<file path="src/rtl/viral_idx_dispatcher_if.sv">
// Sorter/fetcher-side bundle for viral_idx_dispatcher; slave = dispatcher, master = sorter + lanes.
interface viral_idx_dispatcher_if #(
  parameter int COMPRESSION_FACTOR = 16,
  parameter int INDEX_LENGTH       = 16,
  parameter int NUM_LANES          = 2
);
  localparam int SW = COMPRESSION_FACTOR * INDEX_LENGTH;

  // i_idxs_valid is a one-cycle pulse per set and is not held on back-pressure:
  // a set offered while o_idxs_ready is low and nothing dispatches that cycle is dropped.
  // o_lane_start / i_lane_done are single-cycle pulses per lane; o_lane_idxs holds until the next start.
  logic                 i_idxs_valid;
  logic [SW-1:0]        i_idxs;
  logic                 o_idxs_ready;
  logic                 o_overflow;
  logic [NUM_LANES-1:0] o_lane_start;
  logic [SW-1:0]        o_lane_idxs;
  logic [NUM_LANES-1:0] i_lane_done;
  logic [NUM_LANES-1:0] o_lane_busy;
  logic                 o_idle;

  modport slave (
    input  i_idxs_valid, i_idxs, i_lane_done,
    output o_idxs_ready, o_overflow, o_lane_start, o_lane_idxs, o_lane_busy, o_idle
  );

  modport master (
    output i_idxs_valid, i_idxs, i_lane_done,
    input  o_idxs_ready, o_overflow, o_lane_start, o_lane_idxs, o_lane_busy, o_idle
  );
endinterface

</file>
<file path="src/rtl/viral_idx_dispatcher.sv">
// Index-set FIFO feeding NUM_LANES fetcher lanes round-robin.
// Optional VIRAL_DISPATCH_STATS_EN adds saturating dispatch/drop counters.
module viral_idx_dispatcher #(
  parameter int COMPRESSION_FACTOR = 16,
  parameter int INDEX_LENGTH       = 16,
  parameter int DEPTH              = 4,
  parameter int NUM_LANES          = 2
) (
  input  logic clk,
  input  logic rstn,
  viral_idx_dispatcher_if.slave bus
`ifdef VIRAL_DISPATCH_STATS_EN
  ,
  output logic [31:0] o_dispatch_cnt,
  output logic [15:0] o_drop_cnt
`endif
);
  localparam int SW = COMPRESSION_FACTOR * INDEX_LENGTH;
  localparam int PW = $clog2(DEPTH);
  localparam int CW = PW + 1;
  localparam int LW = (NUM_LANES > 1) ? $clog2(NUM_LANES) : 1;
  localparam logic [CW-1:0] DEPTH_C = CW'(DEPTH);

  logic [SW-1:0]        mem [DEPTH];
  logic [PW-1:0]        wr_ptr, rd_ptr;
  logic [CW-1:0]        count, count_nxt;
  logic [LW-1:0]        rr_ptr, sel_lane, rr_nxt;
  logic                 found;
  logic [NUM_LANES-1:0] lane_busy, lane_start, sel_onehot, busy_nxt;
  logic [SW-1:0]        lane_idxs;
  logic                 idxs_ready, overflow;
  logic                 push, pop, drop;

  // First lane with registered busy==0, scanning upward from rr_ptr with wrap.
  always_comb begin
    int j;
    found    = 1'b0;
    sel_lane = rr_ptr;
    j        = 0;
    for (int i = 0; i < NUM_LANES; i++) begin
      j = int'(rr_ptr) + i;
      if (j >= NUM_LANES) j = j - NUM_LANES;
      if (!found && !lane_busy[j]) begin
        found    = 1'b1;
        sel_lane = LW'(j);
      end
    end
  end

  assign rr_nxt     = (int'(sel_lane) == NUM_LANES - 1) ? '0 : sel_lane + LW'(1);
  assign sel_onehot = NUM_LANES'(1) << sel_lane;

  // A pop in the same cycle frees the slot, so a full FIFO still accepts a push.
  assign pop       = (count != '0) && found;
  assign push      = bus.i_idxs_valid && ((count != DEPTH_C) || pop);
  assign drop      = bus.i_idxs_valid && !push;
  assign count_nxt = count + {{(CW-1){1'b0}}, push} - {{(CW-1){1'b0}}, pop};
  assign busy_nxt  = (lane_busy & ~bus.i_lane_done) | (pop ? sel_onehot : '0);

  always_ff @(posedge clk) begin
    if (push) mem[wr_ptr] <= bus.i_idxs;
  end

  always_ff @(posedge clk or negedge rstn) begin
    if (!rstn) begin
      wr_ptr     <= '0;
      rd_ptr     <= '0;
      count      <= '0;
      rr_ptr     <= '0;
      lane_busy  <= '0;
      lane_start <= '0;
      lane_idxs  <= '0;
      idxs_ready <= 1'b1;
      overflow   <= 1'b0;
    end else begin
      wr_ptr     <= wr_ptr + PW'(push);
      rd_ptr     <= rd_ptr + PW'(pop);
      count      <= count_nxt;
      lane_busy  <= busy_nxt;
      lane_start <= pop ? sel_onehot : '0;
      idxs_ready <= (count_nxt < DEPTH_C);
      if (pop) begin
        lane_idxs <= mem[rd_ptr];
        rr_ptr    <= rr_nxt;
      end
      if (drop) overflow <= 1'b1;
    end
  end

  assign bus.o_idxs_ready = idxs_ready;
  assign bus.o_overflow   = overflow;
  assign bus.o_lane_start = lane_start;
  assign bus.o_lane_idxs  = lane_idxs;
  assign bus.o_lane_busy  = lane_busy;
  assign bus.o_idle       = (count == '0) && (lane_busy == '0) && (lane_start == '0);

`ifdef VIRAL_DISPATCH_STATS_EN
  always_ff @(posedge clk or negedge rstn) begin
    if (!rstn) begin
      o_dispatch_cnt <= '0;
      o_drop_cnt     <= '0;
    end else begin
      if (pop  && (o_dispatch_cnt != '1)) o_dispatch_cnt <= o_dispatch_cnt + 32'd1;
      if (drop && (o_drop_cnt     != '1)) o_drop_cnt     <= o_drop_cnt + 16'd1;
    end
  end
`else
  // Statistics counters are not built; o_overflow alone reports drops.
`endif

endmodule
</file>
<file path="src/flat_wrapper.sv">
// flat-port wrapper written by rule: the top's interface ports become plain ports
module viral_idx_dispatcher_flat 
#(
  parameter int COMPRESSION_FACTOR = 16,
  parameter int INDEX_LENGTH       = 16,
  parameter int DEPTH              = 4,
  parameter int NUM_LANES          = 2
)
  (clk, rstn, bus_i_idxs_valid, bus_i_idxs, bus_i_lane_done, bus_o_idxs_ready, bus_o_overflow, bus_o_lane_start, bus_o_lane_idxs, bus_o_lane_busy, bus_o_idle);
  viral_idx_dispatcher_if #(.COMPRESSION_FACTOR(COMPRESSION_FACTOR), .INDEX_LENGTH(INDEX_LENGTH), .NUM_LANES(NUM_LANES)) bus_i ();
  input  logic clk;
  input  logic rstn;
  input wire logic [$bits(bus_i.i_idxs_valid)-1:0] bus_i_idxs_valid;
  input wire logic [$bits(bus_i.i_idxs)-1:0] bus_i_idxs;
  input wire logic [$bits(bus_i.i_lane_done)-1:0] bus_i_lane_done;
  output wire logic [$bits(bus_i.o_idxs_ready)-1:0] bus_o_idxs_ready;
  output wire logic [$bits(bus_i.o_overflow)-1:0] bus_o_overflow;
  output wire logic [$bits(bus_i.o_lane_start)-1:0] bus_o_lane_start;
  output wire logic [$bits(bus_i.o_lane_idxs)-1:0] bus_o_lane_idxs;
  output wire logic [$bits(bus_i.o_lane_busy)-1:0] bus_o_lane_busy;
  output wire logic [$bits(bus_i.o_idle)-1:0] bus_o_idle;
  assign bus_i.i_idxs_valid = bus_i_idxs_valid;
  assign bus_i.i_idxs = bus_i_idxs;
  assign bus_i.i_lane_done = bus_i_lane_done;
  assign bus_o_idxs_ready = bus_i.o_idxs_ready;
  assign bus_o_overflow = bus_i.o_overflow;
  assign bus_o_lane_start = bus_i.o_lane_start;
  assign bus_o_lane_idxs = bus_i.o_lane_idxs;
  assign bus_o_lane_busy = bus_i.o_lane_busy;
  assign bus_o_idle = bus_i.o_idle;
  viral_idx_dispatcher #(.COMPRESSION_FACTOR(COMPRESSION_FACTOR), .INDEX_LENGTH(INDEX_LENGTH), .DEPTH(DEPTH), .NUM_LANES(NUM_LANES)) u_core (.clk(clk), .rstn(rstn), .bus(bus_i));
endmodule
</file>
<file path="config.mk">
export PLATFORM = sky130hd
export DESIGN_NAME = viral_idx_dispatcher_flat
export DESIGN_NICKNAME = d
export VERILOG_FILES = /design/src/rtl/viral_idx_dispatcher_if.sv /design/src/rtl/viral_idx_dispatcher.sv /design/src/flat_wrapper.sv
export SDC_FILE = /design/constraint.sdc
export NUM_CORES = 1
export LEC_CHECK = 0
export BUFFER_PORTS_ARGS = -buffer_cell sky130_fd_sc_hd__buf_2
export CORE_ASPECT_RATIO = 0.8
export CORE_MARGIN = 1
export CORE_UTILIZATION = 45
export DETAILED_ROUTE_END_ITERATION = 10
export GPL_TIMING_DRIVEN = 0
export PLACE_DENSITY = 0.62
export SYNTH_ARGS = -nofsm -noshare
export SYNTH_HDL_FRONTEND = slang
export SYNTH_SLANG_ARGS = --single-unit
</file>
<file path="constraint.sdc">
create_clock -name clk -period 63.5 [get_ports clk]
set_input_delay 3.175 -clock clk [delete_from_list [all_inputs] [get_ports clk]]
set_output_delay 3.175 -clock clk [all_outputs]
set_load 0.03 [all_outputs]
</file>
==> out/results.ini <==
[status]
status = finished clean

[placed_design]
hpwlAfterDp_um = 69900
place_area_um2 = 53000
place_congestion = 0.721
port_buffers = 523

[global_route]
grt_usage = 0.194
grt_start_max_net_pins = 92
met3_usage = 0.0610
busiest_layer = met2
use_met1 = 0.245
grt_pass1_vias = 23800
antenna_found_initial = 27
grt_pass1_wl_um = 152000
grt_use_met2 = 0.325
grt_overflow = 0

[cts]
ctsResizeCount = 0
numCtsBuffers = 121
hold_buffers = 0
cts_setup_buffers = 0
tritoncts = built
clk_latency_ps = 720
clockBufferDepth = 3
cts_htree_levels = 3
cts.sink_count = 1294
cts-root-buf = clkbuf_16
clkTransAtPathRegs_ps = 70

[finish]
final_layout_size_suffix_gt1_frac = 0.500
post-route-cell-area_um2 = 57000
final_common_cell = edfxtp_1
layout_common_cells = edfxtp_1, buf_2, dfrtp_1
n_fill_cell = 7842
area_delta_synth_final_pct = 20.6
nets = 2949

[yosys]
synthesis.nets = 2196
ys_ff_latch = 1294
synth_cell_types = 32
ys.flop_type = edfxtp_1
yosysSeqAreaShare = 0.794
synthCells = 1930
synth.avg_cell_area_um2 = 24.5
synthArstFlopShare = 0.209
syn_area_um2 = 47300
ys.warnings.count = 0
synth_enable_flop_cells = 1024

[power_and_ir_drop]
p_leak_nw = 20.7
power.density_nw_per_um2 = 53.0
ir_worst_vdd_v = 0.0000311

[sta]
post-route-min-period_ps = 5890
finalHoldViolCount = 0
tns_ps = 0
finalCritPeriodShare = 0.0928
maxSlewHeadroom = 0.418
rsz0062_at_grt = false
final-max-slew-violation-count = 0
whs_ps = 484
fmax_mhz = 170
worst_slew_pin_slew_ps = 874
final-setup-viol-count = 0
fin_skew_ps = 42.1

[floorplanning]
core_area_um2 = 103000
io_pins = 524
die-area_um2 = 106000
die_y_um = 292
fp-row-count = 105
start_util = 0.458
die_w_um = 364

[critical_path]
cp_max_fo = 10
crit_required_ps = 63920
worst_setup_path_end_kind = flop
start_kind = primary input
critical_path_class = primary input to flop
arrival_ps = 6310

[routing]
drt-pass1-iter-count = 5
vias = 21900
ant_nets = 0
wl_um = 102000
wl_per_cell_um = 24.3
avgViaCountPerCell = 5.22
drc = 0
drt_iter0_markers = 1258

[job]
maxCapViolCount = 0

[worst_hold_path]
worstHoldPathType = flop to flop

sequential cells by signal (all words and copies together) (netlist names):
name and cells:
u_core.mem 1024, u_core.bus.o_lane_idxs 256, u_core.bus.o_lane_start 2, u_core.rd_ptr 2, u_core.bus.o_lane_busy 2, u_core.wr_ptr 2
u_core.bus.o_idxs_ready 1, u_core.bus.o_overflow 1, u_core.count 3, u_core.rr_ptr 1
layer usage:
metal | part of all wire | vias up
met5 | 0.0025 | -
met4 | 0.021 | 38
met3 | 0.068 | 175
met2 | 0.51 | 499
met1 | 0.40 | 11600
li1 | - | 9519
through the flow:
| stage | utilization | setup slack, ps | std cells | power [W] |
|---|---|---|---|---|
| 6_report | 0.552 | 57610 | 4191 | 0.00302 |
| 5_1_grt | 0.552 | 57460 | 4182 | 0.00316 |
| 4_1_cts | 0.552 | 57610 | 4180 | 0.00306 |
| 3_5_place_dp | 0.514 | 56830 | 3951 | 0.00235 |
| 3_3_place_gp | 0.500 | 22820 | 3844 | 0.00244 |
| 2_1_floorplan | - | 40450 | 1930 | 0.00206 |
synthesized netlist by cell type (all sizes together), types with 2 or more instances:
| master | instances | area share |
|---|---|---|
| a21o | 3 | 0.00048 |
| buf | 81 | 0.013 |
| clkbuf | 6 | 0.00048 |
| dfrtp | 269 | 0.14 |
| edfxtp | 1024 | 0.65 |
| ha | 4 | 0.0011 |
| inv | 8 | 0.00064 |
| mux2 | 256 | 0.065 |
| mux4 | 256 | 0.12 |
| nor3 | 5 | 0.00077 |
| nor3b | 2 | 0.00032 |
| o31ai | 2 | 0.00032 |
| xor2 | 3 | 0.00056 |
power breakdown:
part	internal (W)	switching (W)	total [W]
Clock	0.000401	0.000309	0.000709
Combinational	0.000482	0.000597	0.00108
Sequential	0.00116	0.0000739	0.00123
cells by family (layout without fill, tap and decap cells):
kind of cell / count (synthesis) / count (layout) / share of synthesized area
flops: 1294 / 1294 / 0.794
mux: 512 / 512 / 0.188
buf+inv: 95 / 954 / 0.0137
simple gates: 13 / 13 / 0.00180
compound gates: 7 / 7 / 0.00109
fa+ha+maj: 5 / 5 / 0.00148
xor+xnor: 4 / 4 / 0.000741
other cells: 0 / 11 / 0
critical path: stages:
cell and delay (ps):
buf_2 90, o31ai_1 160, nor3b_2 730, buf_6 260, buf_6 160, buf_8 160, buf_8 160, buf_8 160
buf_6 170, buf_6 180, buf_6 190, buf_6 190, buf_8 160, buf_6 170, buf_6 170
worst paths after layout:
kind,start,endpoint,slack [ps],depth (start not counted)
worst max-delay path,bus_i_idxs_valid,u_core.mem[1][254],57610,15
worst min-delay path,u_core.bus.o_overflow,u_core.bus.o_overflow,480,1
worst max register to register,u_core.bus.o_lane_busy[0],u_core.mem[1][254],59430,16
worst min register to register,u_core.bus.o_overflow,u_core.bus.o_overflow,480,1
max in group asynchronous,rstn,u_core.bus.o_lane_idxs[121],59850,3
min in group asynchronous,rstn,u_core.bus.o_lane_idxs[214],2360,1
area by class of cell:
class | instances | area, µm² | area share
antenna | 11 | 27.5 | 0.000483
buffer | 87 | 616 | 0.0108
clock buffer | 166 | 3410 | 0.0598
clock inverter | 63 | 547 | 0.00959
inverter | 8 | 30.0 | 0.000527
multi-input combinational | 541 | 9130 | 0.160
sequential | 1294 | 37500 | 0.658
tap | 1391 | 1740 | 0.0305
timing repair buffer | 630 | 4010 | 0.0704
Power figures use the tool's default switching activity.
